`src/rtl/tile_scheduler.sv`:
```
// tile_scheduler: walks (ti, tj, tk) tiles of a BIG_MAC_SIZE^2 matmul over a
// MAC_SIZE^2 systolic core, issuing per-tile word bases and the core's
// comp_enb/done handshake, with a one-cycle done pulse at job end.
// Optional build macro: TILE_SCHED_TIMEOUT_EN adds a RUN-state watchdog that
// parks the block in ERROR with a sticky err flag.
module tile_scheduler #(
  parameter int BIG_MAC_SIZE   = 512,
  parameter int MAC_SIZE       = 64,
  parameter int ADDR_WIDTH     = 23,
  parameter int SETUP_CYCLES   = 2,
  parameter int TIMEOUT_CYCLES = 1048576
) (
  input  logic                  clk,
  input  logic                  reset_b,
  input  logic                  start,
  input  logic [ADDR_WIDTH-1:0] a_base,
  input  logic [ADDR_WIDTH-1:0] b_base,
  input  logic [ADDR_WIDTH-1:0] c_base,
  input  logic                  core_done,
  output logic                  core_comp_enb,
  output logic                  acc_first,
  output logic                  acc_last,
  output logic [ADDR_WIDTH-1:0] tile_a_addr,
  output logic [ADDR_WIDTH-1:0] tile_b_addr,
  output logic [ADDR_WIDTH-1:0] tile_c_addr,
  output logic                  busyb,
  output logic                  done,
  output logic                  err
);

  localparam int T       = BIG_MAC_SIZE / MAC_SIZE;
  localparam int IDX_W   = (T > 1) ? $clog2(T) : 1;
  localparam int CNT_MAX = (TIMEOUT_CYCLES > SETUP_CYCLES) ? TIMEOUT_CYCLES : SETUP_CYCLES;
  localparam int CNT_W   = $clog2(CNT_MAX + 1);

  localparam logic [IDX_W-1:0] LAST_IDX   = IDX_W'(T - 1);
  localparam logic [CNT_W-1:0] SETUP_LAST = CNT_W'(SETUP_CYCLES - 1);

  // Word strides: A/B pack 8 elements per word, C packs 2.
  localparam logic [ADDR_WIDTH-1:0] AB_ROW = ADDR_WIDTH'(MAC_SIZE * BIG_MAC_SIZE / 8);
  localparam logic [ADDR_WIDTH-1:0] AB_COL = ADDR_WIDTH'(MAC_SIZE / 8);
  localparam logic [ADDR_WIDTH-1:0] C_ROW  = ADDR_WIDTH'(MAC_SIZE * BIG_MAC_SIZE / 2);
  localparam logic [ADDR_WIDTH-1:0] C_COL  = ADDR_WIDTH'(MAC_SIZE / 2);

  typedef enum logic [2:0] {
    S_IDLE, S_SETUP, S_RUN, S_ADVANCE, S_FINISH, S_ERROR
  } state_e;

  state_e                state_q, state_d;
  logic [CNT_W-1:0]      cnt_q, cnt_d;
  logic [IDX_W-1:0]      ti_q, ti_d, tj_q, tj_d, tk_q, tk_d;
  logic [ADDR_WIDTH-1:0] a_base_q, a_base_d, b_base_q, b_base_d, c_base_q, c_base_d;
  logic [ADDR_WIDTH-1:0] a_addr_q, a_addr_d, b_addr_q, b_addr_d, c_addr_q, c_addr_d;
  logic                  first_q, last_q;
  logic                  load_tile;
  logic                  last_tile;

`ifdef TILE_SCHED_TIMEOUT_EN
  localparam logic [CNT_W-1:0] TMO_LAST = CNT_W'(TIMEOUT_CYCLES - 1);
  logic err_q, err_d;
`endif

  assign last_tile = (ti_q == LAST_IDX) && (tj_q == LAST_IDX) && (tk_q == LAST_IDX);

  // Next-state, index walk and tile-load strobe.
  always_comb begin
    state_d   = state_q;
    cnt_d     = cnt_q;
    ti_d      = ti_q;
    tj_d      = tj_q;
    tk_d      = tk_q;
    a_base_d  = a_base_q;
    b_base_d  = b_base_q;
    c_base_d  = c_base_q;
    load_tile = 1'b0;
`ifdef TILE_SCHED_TIMEOUT_EN
    err_d     = err_q;
`endif
    case (state_q)
      S_IDLE, S_ERROR: begin
        if (start) begin
          a_base_d  = a_base;
          b_base_d  = b_base;
          c_base_d  = c_base;
          ti_d      = '0;
          tj_d      = '0;
          tk_d      = '0;
          cnt_d     = '0;
          load_tile = 1'b1;
          state_d   = S_SETUP;
`ifdef TILE_SCHED_TIMEOUT_EN
          err_d     = 1'b0;
`endif
        end
      end
      S_SETUP: begin
        if (cnt_q == SETUP_LAST) begin
          cnt_d   = '0;
          state_d = S_RUN;
        end else begin
          cnt_d = cnt_q + 1'b1;
        end
      end
      S_RUN: begin
        // core_done takes priority over a coincident watchdog expiry.
        if (core_done) begin
          state_d = last_tile ? S_FINISH : S_ADVANCE;
        end
`ifdef TILE_SCHED_TIMEOUT_EN
        else if (cnt_q == TMO_LAST) begin
          state_d = S_ERROR;
          err_d   = 1'b1;
        end else begin
          cnt_d = cnt_q + 1'b1;
        end
`endif
      end
      S_ADVANCE: begin
        if (tk_q == LAST_IDX) begin
          tk_d = '0;
          if (tj_q == LAST_IDX) begin
            tj_d = '0;
            ti_d = ti_q + 1'b1;
          end else begin
            tj_d = tj_q + 1'b1;
          end
        end else begin
          tk_d = tk_q + 1'b1;
        end
        cnt_d     = '0;
        load_tile = 1'b1;
        state_d   = S_SETUP;
      end
      S_FINISH: state_d = S_IDLE;
      default:  state_d = S_IDLE;
    endcase
  end

  // Tile bases derived from the next indices so they land with SETUP entry.
  always_comb begin
    a_addr_d = a_base_d + ADDR_WIDTH'(ti_d) * AB_ROW + ADDR_WIDTH'(tk_d) * AB_COL;
    b_addr_d = b_base_d + ADDR_WIDTH'(tk_d) * AB_ROW + ADDR_WIDTH'(tj_d) * AB_COL;
    c_addr_d = c_base_d + ADDR_WIDTH'(ti_d) * C_ROW  + ADDR_WIDTH'(tj_d) * C_COL;
  end

  // State, counters, latched bases and per-tile outputs.
  always_ff @(posedge clk) begin
    if (!reset_b) begin
      state_q  <= S_IDLE;
      cnt_q    <= '0;
      ti_q     <= '0;
      tj_q     <= '0;
      tk_q     <= '0;
      a_base_q <= '0;
      b_base_q <= '0;
      c_base_q <= '0;
      a_addr_q <= '0;
      b_addr_q <= '0;
      c_addr_q <= '0;
      first_q  <= 1'b0;
      last_q   <= 1'b0;
    end else begin
      state_q  <= state_d;
      cnt_q    <= cnt_d;
      ti_q     <= ti_d;
      tj_q     <= tj_d;
      tk_q     <= tk_d;
      a_base_q <= a_base_d;
      b_base_q <= b_base_d;
      c_base_q <= c_base_d;
      if (load_tile) begin
        a_addr_q <= a_addr_d;
        b_addr_q <= b_addr_d;
        c_addr_q <= c_addr_d;
        first_q  <= (tk_d == '0);
        last_q   <= (tk_d == LAST_IDX);
      end
    end
  end

`ifdef TILE_SCHED_TIMEOUT_EN
  // Sticky watchdog flag, cleared by reset or a new start.
  always_ff @(posedge clk) begin
    if (!reset_b) err_q <= 1'b0;
    else          err_q <= err_d;
  end
  assign err = err_q;
`else
  assign err = 1'b0;
`endif

  assign core_comp_enb = (state_q != S_RUN);
  assign busyb         = (state_q == S_IDLE) || (state_q == S_FINISH) || (state_q == S_ERROR);
  assign done          = (state_q == S_FINISH);
  assign acc_first     = first_q;
  assign acc_last      = last_q;
  assign tile_a_addr   = a_addr_q;
  assign tile_b_addr   = b_addr_q;
  assign tile_c_addr   = c_addr_q;

endmodule
```
`config.mk`:
```
export PLATFORM = sky130hd
export DESIGN_NAME = tile_scheduler
export DESIGN_NICKNAME = d
export VERILOG_FILES = /design/src/rtl/tile_scheduler.sv
export SDC_FILE = /design/constraint.sdc
export NUM_CORES = 1
export LEC_CHECK = 0
export ABC_AREA = 1
export CAP_MARGIN = 20
export CORE_MARGIN = 2
export CORE_UTILIZATION = 33
export DETAILED_ROUTE_END_ITERATION = 10
export GPL_ROUTABILITY_DRIVEN = 0
export GPL_TIMING_DRIVEN = 0
export PLACE_DENSITY = 0.53
export SLEW_MARGIN = 20
export SYNTH_ARGS = -nofsm -noshare
export SYNTH_HDL_FRONTEND = slang
export SYNTH_SLANG_ARGS = --single-unit
```
`constraint.sdc`:
```
create_clock -name clk -period 8.7 [get_ports clk]
set_input_delay 1.74 -clock clk [delete_from_list [all_inputs] [get_ports clk]]
set_output_delay 1.74 -clock clk [all_outputs]
set_load 0.01 [all_outputs]
```
[Word-level counts from Yosys, hierarchy flattened]
Index checks and enable logic that the tools add are counted.
Storage, ports and cells
  register bits after elaboration: 173
  input port bits: 73
  output and inout port bits: 75
  word-level logic and storage cells: 74
Cells by class
  $add $sub $neg: 10
  eq/ne operators: 14
  multiplexer cells: 27
  reductions and logical operators: 10
Operators by type and width (number)
  $mux 23: 6
  $pmux 21 s3: 1
  $add 23x15->23: 2
  $add 23x6->23: 2
  $mux 21: 2
  $mux 3: 12
  $add 23x17->23: 1
  $add 23x8->23: 1
  $add 21x1->21 const B: 1
  $eq 21x1->1 const B: 1
  $eq 3x3->1 const B: 6
  $pmux 3 s2: 3
  $pmux 3 s4: 1
  $add 3x1->3 const B: 3
  $eq 3x2->1 const B: 2
  $logic_not 3->1: 2
  $ne 2x2->1 const B: 3
  $eq 3x1->1 const B: 1
  $ne 3x2->1 const B: 1
  $reduce_and 3->1: 1
  $reduce_bool 3->1: 1
  $logic_and 1x1->1: 2
  $logic_or 1x1->1: 2
  $pmux 1 s2: 1
  3 further kinds: 3

[Longest topological paths before layout]
Gate-level depths: netlist of run 1.
  word-level depth: 6
  mapped depth: 24
  gate-level depth less buffers: 22

[Least setup slack after synthesis of run 1]
No wires, ideal clock.
  kind: input -> register
  start point: input start
  end point: register a_addr_q[21], in the netlist tile_a_addr[21]
  data arrival time: 4.594 ns
  required time: 8.630 ns
  slack: 4.036 ns
  stages: 22
  buffers on the path: 4
  cell sequence: buf_2 > inv_4 > nor2_8 > buf_6 > clkbuf_1 > buf_2 > nor2_1 > a21oi_1 > ha_1 > inv_1 > fa_1 > o21ai_0 > nand2_1 > nor2_1 > nand4_1 > nand2_1 > nand2_1 > nand2_2 > nand2_1 > nand2_1 > nand3_1 > a21oi_1
On the way
  word-level cells in the longest chain between the ends: 4
  elaborated cells between the ends (all ways): 10
  those cells by class: add/sub: 2; mux: 8
RTL lines
  start, declared: line 15  | input logic start,
  $mux 23: line 81  | if (start) begin
  $mux 23: line 79  | case (state_q)
  net a_base_d[3]: line 52  | logic [ADDR_WIDTH-1:0] a_base_q, a_base_d, b_base_q, b_base_d, c_base_q, c_base_d;
  $add 23x15->23: line 141  | a_addr_d = a_base_d + ADDR_WIDTH'(ti_d) * AB_ROW + ADDR_WIDTH'(tk_d) * AB_COL;
  $add 23x6->23: line 141
  end signal, assigned: line 172  | a_addr_q <= a_addr_d;
  end, declared: line 53  | logic [ADDR_WIDTH-1:0] a_addr_q, a_addr_d, b_addr_q, b_addr_d, c_addr_q, c_addr_d;
The timed path passes the listed nets, and every way through them passes these cells.
A chain may end at the register's enable or synchronous reset.

[Worst setup path after layout of run 1]
Ends and elaborated chain as after synthesis.

==> results by group, run 1 <==
Power
  – Leakage power: 5.78 nW
  – Power density of the placed cells: 335 mW/mm²
  – Peak ir drop on the vdd network: 162 µV
  – Overall power consumption: 4.14 mW

Synthesis
  – Post-synth top cells: sky130_fd_sc_hd__nand2_1, sky130_fd_sc_hd__inv_1, sky130_fd_sc_hd__dfxtp_1
  – Top_reg_cell synth: sky130_fd_sc_hd__dfxtp_1
  – Synthesized instance count: 1526
  – Distinct cell type count of the synthesized netlist: 50
  – Number of warnings reported in the yosys synthesis log: 0
  – Net Count, Synth: 1625
  – Cell Area, Synth: 0.00988 mm²
  – Fraction of synthesized cell area taken by the top area cell type: 35.1%
  – Mean area per synthesized cell: 6.47 µm²
  – Sequential fraction of the synthesis area: 35.1%
  – Fraction of synthesis flops using an asynchronous set or reset pin: 0%
  – Largest area contributor in the netlist: sky130_fd_sc_hd__dfxtp_1
  – Yosys reg bits: 173
  – Most numerous cell in the Yosys netlist: sky130_fd_sc_hd__nand2_1
  – EDFF count, synth: 0
  – Leading cell types by total area after synthesis: sky130_fd_sc_hd__dfxtp_1, sky130_fd_sc_hd__nand2_1, sky130_fd_sc_hd__inv_1

Detailed routing
  – Routed length on met3: 2.11 mm
  – Final routed DRC violation total: 0
  – Wire length on met1: 15.8 mm
  – Uppermost layer routed: met4
  – Total via count after detailed routing: 10200
  – Average routed wire per standard cell: 16.6 µm
  – Total met2 wirelength after detailed routing: 15.9 mm
  – Final WL: 34.8 mm
  – Vias per cell: 4.85
  – Pre-antenna DRT Iters: 6
  – Starting DRC count in detailed routing: 653
  – Number of nets still failing antenna checks after routing: 0

Worst setup path
  – Classification of the worst setup path: input pin to flop
  – Cell type with the highest occurrence count on the critical path: sky130_fd_sc_hd__nand2_1
  – Slowest stage delay, CP: 670 ps
  – Crit path capture type: flop
  – Slowest stage cell, crit path: sky130_fd_sc_hd__clkbuf_1
  – Cell Chain, Critical Path: buf_2 > inv_4 > nor2_8 > buf_6 > clkbuf_1 > buf_2 > nor2_1 > a21oi_1 > ha_1 > inv_1 > fa_1 > o21ai_0 > nand2_1 > nor2_1 > nand4_1 > nand2_1 > nand2_1 > nand2_2 > nand2_1 > nand2_1 > nand3_1 > a21oi_1
  – Type of element launching the critical path: input pin
  – Required arrival time at the worst endpoint: 9070 ps
  – Data arrival time at the worst-slack endpoint: 6060 ps
  – Top fanout value on the critical path: 10

Placement
  – Setup WS pre-CTS: 2560 ps
  – Cells after DPL: 2061
  – Detailed placer's ending HPWL: 26.6 mm
  – Port buffer count: 145

Timing
  – Max-slew violations: 0
  – Relative slew slack: 42.7%
  – PnR worst setup slack: 3010 ps
  – Max Clock Skew: 12.6 ps
  – Setup Viol. Count Final: 0
  – Final-layout setup total negative slack: 0 ps
  – RSZ-0062 raised after global routing: no
  – Count of final hold-check violations: 0
  – Transition time at the pin with the least slew margin: 859 ps
  – Max Freq: 176 MHz
  – Worst-case hold slack: 461 ps
  – Final min period: 5690 ps
  – Final clock period utilization by the worst path: 65.4%

Clock tree
  – Setup fix buffers added after clock tree synthesis: 0
  – Clock Root Buffer: sky130_fd_sc_hd__clkbuf_16
  – CTS hold repair buffers: 0
  – Clk slew on worst S/H paths: 80 ps
  – Clock latency reported for the late side of the worst-skew pair: 450 ps
  – Htree depth: 4
  – Number of buffers added by the clock tree synthesis step: 17
  – Clock tree from TritonCTS: built
  – Maximum buffer depth of the clock tree: 2
  – Clock sink count: 173
  – Quantity of gates resized following cts: 0

Layout
  – Syn-to-layout area delta: 25.4%
  – Number of fill cells: 3157
  – Proportion of layout cells with a drive suffix above 1: 7.58%
  – Antenna diode count: 0
  – Number of non-filler instances in the completed layout: 2091
  – Final net count: 1789

Floorplan
  – Die extent in y: 177 µm
  – Core Footprint: 0.0296 mm²
  – Area of the die: 0.0313 mm²
  – Number of placement rows: 63
  – I/O pin count: 148
  – Die width: 177 µm
  – Effective utilization at floorplan: 33.4%

Hold path
  – Type of the worst min-delay path: flop to flop

Global route
  – Antenna violations before repair: 0
  – GRT Total Usage: 22.6%
  – Overall overflow remaining after global route: 0
  – Pin count of the biggest net entering global routing: 17
  – Number of global-route vias before repair: 9615
  – Wire length of the first global-routing pass: 53.6 mm

Flow run
  – Max-cap violations: 0

Outcome
  – Status: finished, final reports clean
layout make-up:
cell class	count	area (µm²)	share of cell area, %
multi-input combinational	1051	5220	42.1
sequential	173	3460	28.0
timing repair buffer	145	1450	11.7
inverter	243	915	7.39
tap	390	488	3.94
clock buffer	18	439	3.55
buffer	59	285	2.30
clock inverter	12	128	1.03
cell usage in the layout (no fill, tap or decap), drive strengths merged:
cell             n
nand2          402
inv            249
nor2           180
dfxtp          173
clkdlybuf4s50  145
nand3          120
o21ai          110
a21oi           75
clkbuf          53
ha              25
buf             24
nand4           23
nor3            22
o21bai          15
a211oi          13
xor2            13
o211ai           9
nor4             8
a31oi            8
or2              7
nand3b           6
clkinv           5
xnor2            4
a22oi            2
o221ai           2
o21a             1
a21boi           1
and2             1
nor3b            1
o41ai            1
fa               1
conb             1
bufinv           1
registers in the layout (all words and copies together), names as in the netlist:
register,count
a_base_q,23
b_base_q,23
c_base_q,23
tile_a_addr,23
tile_b_addr,23
tile_c_addr,23
cnt_q,21
state_q,3
ti_q,3
tj_q,3
tk_q,3
acc_first,1
acc_last,1
final timing paths:
| check | from | end | slack (ps) | depth (start not counted) |
|---|---|---|---|---|
| worst max-delay path | start | tile_a_addr[21]$_SDFFE_PN0P_ | 3010 | 22 |
| worst min-delay path | cnt_q[20]$_SDFFE_PN0P_ | cnt_q[20]$_SDFFE_PN0P_ | 460 | 1 |
| worst max register to register | state_q[2]$_SDFFE_PN0P_ | tile_a_addr[21]$_SDFFE_PN0P_ | 3840 | 23 |
| worst min register to register | cnt_q[20]$_SDFFE_PN0P_ | cnt_q[20]$_SDFFE_PN0P_ | 460 | 1 |
cells by family after synthesis:
| logic type | after synthesis | share of synthesized area, % |
|---|---|---|
| buf+inv | 302 | 12.1 |
| other cells | 1 | 0.0380 |
| simple gates | 770 | 34.0 |
| xor+xnor | 17 | 1.51 |
| flops | 173 | 35.1 |
| compound gates | 237 | 13.8 |
| fa+ha+maj | 26 | 3.37 |
power by group:
group / switching [mW] / total (mW) / internal, mW
Sequential: 0.134 / 1.17 / 1.03
Clock: 0.364 / 0.773 / 0.409
Combinational: 1.43 / 2.20 / 0.775
worst max-delay path: cells and delay by family:
kind,cells,cell delay (ps)
compound gates,3,700
fa+ha+maj,2,620
buf+inv,6,1690
simple gates,11,1290
stage by stage:
| step | cell area (µm²) | util, % |
|---|---|---|
| floorplan | 9880 | - |
| CTS | 12400 | 41.9 |
| global placement | 11800 | 40.0 |
| finish | 12400 | 41.9 |
| detailed placement | 11800 | 40.0 |
| global route | 12400 | 41.9 |
layer usage:
| metal | up-vias | track usage, % |
|---|---|---|
| li1 | 5181 | - |
| met1 | 4619 | 29.5 |
| met2 | 297 | 37.2 |
| met3 | 53 | 4.12 |
| met4 | 0 | 8.13 |
| met5 | - | 0 |
Power figures use the tool's default switching activity.
==> inputs of run 2 (changes only) <==
PLACE_DENSITY = 0.55   (was 0.53)
clock period = 4.6 ns   (was 8.7 ns; I/O delays follow)
==> run 2 against run 1 <==
Compared with the run above: sequential share of layout area hardly changed; count of clock-buffer cells in the layout stayed put; clock power is 85% higher; power is 88% higher; largest cell class unchanged.
==> results by group, run 2 (same netlist as run 1, synthesis figures left out) <==
Worst setup path
  – Number of buffer and inverter instances along the worst setup path: 7 (+1)
  – Data arrival time at the worst-slack endpoint: 4640 ps (-1420 ps)
  – Crit path capture type: flop
  – Classification of the worst setup path: input pin to flop
  – Cell Chain, Critical Path: buf_2 > inv_4 > nor2_8 > buf_6 > nor2_1 > clkbuf_1 > a21oi_1 > inv_1 > ha_1 > inv_1 > fa_1 > o21ai_0 > nand2_1 > nor3_1 > nand4_1 > nand3_1 > nand2_1 > o21bai_1 > inv_1
  – Top fanout value on the critical path: 10 (unchanged)
  – Crit Reg-Reg Startpoint: state_q[2]$_SDFFE_PN0P_
  – Type of element launching the critical path: input pin
  – Required arrival time at the worst endpoint: 4940 ps (-4130 ps)
  – Critical path's top delay family: buffers and inverters
  – Register-to-Register Setup Slack: 390 ps (-3450 ps)
  – Slowest stage delay, CP: 440 ps (-230 ps)
  – Slowest stage cell, crit path: sky130_fd_sc_hd__clkbuf_1
  – Launching element of the worst setup path: start
  – Cell type with the highest occurrence count on the critical path: sky130_fd_sc_hd__inv_1

Power
  – Combinational Power Share: 53.3% (+0.2 points)
  – Switching portion of total power: 46.9% (+0.47 points)
  – Peak ir drop on the vdd network: 301 µV (+85%)
  – Overall power consumption: 7.79 mW (+88%)
  – Switching power summed over all nets: 3.66 mW (+90%)
  – Fraction of power consumed by sequential logic: 28.4% (+0.2 points)
  – Leakage power: 5.76 nW (-0.29%)
  – Internal power contribution: 4.13 mW (+86%)
  – Clock power share: 18.3% (-0.4 points)
  – Power density of the placed cells: 630 mW/mm² (+88%)

Floorplan
  – Effective utilization at floorplan: 33.4% (unchanged)
  – Area of the die: 0.0313 mm² (unchanged)
  – Core Footprint: 0.0296 mm² (unchanged)
  – Die width: 177 µm (unchanged)
  – Number of placement rows: 63 (unchanged)
  – I/O pin count: 148 (unchanged)
  – Die extent in y: 177 µm (unchanged)

Placement
  – Port buffer count: 145 (unchanged)
  – Cells after DPL: 2061 (unchanged)
  – Detailed placer's ending HPWL: 26.4 mm (-0.91%)

Clock tree
  – Clock latency reported for the late side of the worst-skew pair: 440 ps (about the same)
  – Quantity of gates resized following cts: 0 (unchanged)
  – Clock sink count: 173 (unchanged)
  – Maximum buffer depth of the clock tree: 2 (unchanged)
  – Clock tree from TritonCTS: built
  – Clk slew on worst S/H paths: 80 ps (about the same)
  – Clock Root Buffer: sky130_fd_sc_hd__clkbuf_16
  – Htree depth: 4 (unchanged)
  – Number of buffers added by the clock tree synthesis step: 17 (unchanged)

Timing
  – Transition time at the pin with the least slew margin: 849 ps (-10.4 ps)
  – RSZ-0062 raised after global routing: no
  – Setup Viol. Count Final: 0 (unchanged)
  – Final-layout setup total negative slack: 0 ps (unchanged)
  – Final min period: 4300 ps
  – Final clock period utilization by the worst path: 93.5%
  – Max Clock Skew: 13.9 ps (+1.34 ps)
  – Count of final hold-check violations: 0 (unchanged)
  – Relative slew slack: 43.4% (+0.69 points)
  – Max-slew violations: 0 (unchanged)
  – Max Freq: 233 MHz

Detailed routing
  – Vias per cell: 4.89 (+0.66%)
  – Number of nets still failing antenna checks after routing: 0 (unchanged)
  – Final WL: 34.3 mm (-1.4%)
  – Final routed DRC violation total: 0 (unchanged)
  – Starting DRC count in detailed routing: 683 (+4.6%)
  – Total via count after detailed routing: 10200 (+0.71%)
  – Average routed wire per standard cell: 16.4 µm (-1.4%)
  – Pre-antenna DRT Iters: 5 (-1)

Global route
  – Wire length of the first global-routing pass: 52.9 mm (-1.2%)
  – Antenna violations before repair: 0 (unchanged)
  – Pin count of the biggest net entering global routing: 20 (+3)
  – Number of global-route vias before repair: 9608 (-0.073%)
  – Overall overflow remaining after global route: 0 (unchanged)
  – GRT Total Usage: 22.1% (-0.49 points)

Hold path
  – Type of the worst min-delay path: flop to flop
  – Hold_sp: tile_b_addr[10]$_SDFFE_PN0P_

Outcome
  – Status: finished, final reports clean

Layout
  – Area used by multi-input combinational logic: 0.00522 mm² (unchanged)
  – Syn-to-layout area delta: 25.3% (about the same)
  – Proportion of layout cells with a drive suffix above 1: 7.64% (+0.054 points)
  – Number of non-filler instances in the completed layout: 2092 (+0.048%)
  – Antenna diode count: 0 (unchanged)
  – Final net count: 1788 (-0.056%)
  – Area of all sequential standard cells: 0.00346 mm² (unchanged)
  – Most frequent cells in the layout: sky130_fd_sc_hd__nand2_1, sky130_fd_sc_hd__inv_1, sky130_fd_sc_hd__dfxtp_1
  – Core Util, Final: 41.9% (about the same)
  – Commonest non-fill, non-tap cell in the layout: sky130_fd_sc_hd__nand2_1
  – Number of fill cells: 3178 (+0.67%)

Flow run
  – Max-cap violations: 0 (unchanged)
==> run 2: changes by cell type in the layout (fill, tap and decap cells not counted) <==
cell,before,now
sky130_fd_sc_hd__clkinv_8,0,1
sky130_fd_sc_hd__bufinv_16,1,0
sky130_fd_sc_hd__inv_8,2,3
sky130_fd_sc_hd__clkbuf_8,1,0
sky130_fd_sc_hd__inv_6,6,5
sky130_fd_sc_hd__clkinvlp_4,0,3
sky130_fd_sc_hd__clkinv_4,2,1
==> run 2: metrics by stage <==
step,hold slack (ps),instance area (µm²),worst slack [ps]
2_1_floorplan,426,9880,756
3_3_place_gp,454,11800,-632
3_5_place_dp,458,11800,-596
4_1_cts,469,12400,346
5_1_grt,488,12400,69.5
6_report,467,12400,300
==> run 2: worst paths after layout <==
path / to / depth (start not counted)
max: tile_a_addr[19]$_SDFFE_PN0P_ / 19
min: tile_b_addr[10]$_SDFFE_PN0P_ / 2
max reg2reg: tile_a_addr[19]$_SDFFE_PN0P_ / 20
min reg2reg: tile_b_addr[10]$_SDFFE_PN0P_ / 2
==> run 2: final cells by class <==
| cell class | instances | share of cell area, % |
|---|---|---|
| Timing Repair Buffer | 145 | 11.7 |
| Buffer | 58 | 2.28 |
| Sequential cell | 173 | 28.0 |
| Multi-Input combinational cell | 1051 | 42.1 |
| Clock inverter | 14 | 1.05 |
| Tap cell | 390 | 3.94 |
| Inverter | 243 | 7.39 |
| Clock buffer | 18 | 3.47 |
==> run 2: worst register-to-register path, delay by kind of cell, from the launching register on <==
kind / cells / cell delay, ps
compound gates: 3 / 690
fa+ha+maj: 2 / 620
buf+inv: 6 / 1070
flops: 1 / 350
simple gates: 9 / 1400
==> run 2: repair_timing <==
item | CTS | global route
hold endpoints to repair | 0 | 0
setup endpoints to repair | 4 | 0
buffers inserted | 0 | 0
hold buffers | 0 | 0
==> run 2: routing by layer <==
layer,GRT usage (%),vias to the layer above,share of wire (%)
li1,-,5168,-
met3,3.80,54,5.7
met5,0,-,0
met1,29.6,4719,45
met2,36.1,281,46
met4,6.96,0,2.7
==> run 2: power groups by stage <==
stage | registers (mW) | clock network (mW) | logic [mW]
2_1_floorplan | 2.29 | 0 | 2.40
3_3_place_gp | 2.24 | 0 | 4.10
3_5_place_dp | 2.24 | 0 | 4.13
4_1_cts | 2.21 | 1.45 | 4.14
5_1_grt | 2.26 | 1.52 | 4.60
6_report | 2.21 | 1.43 | 4.15
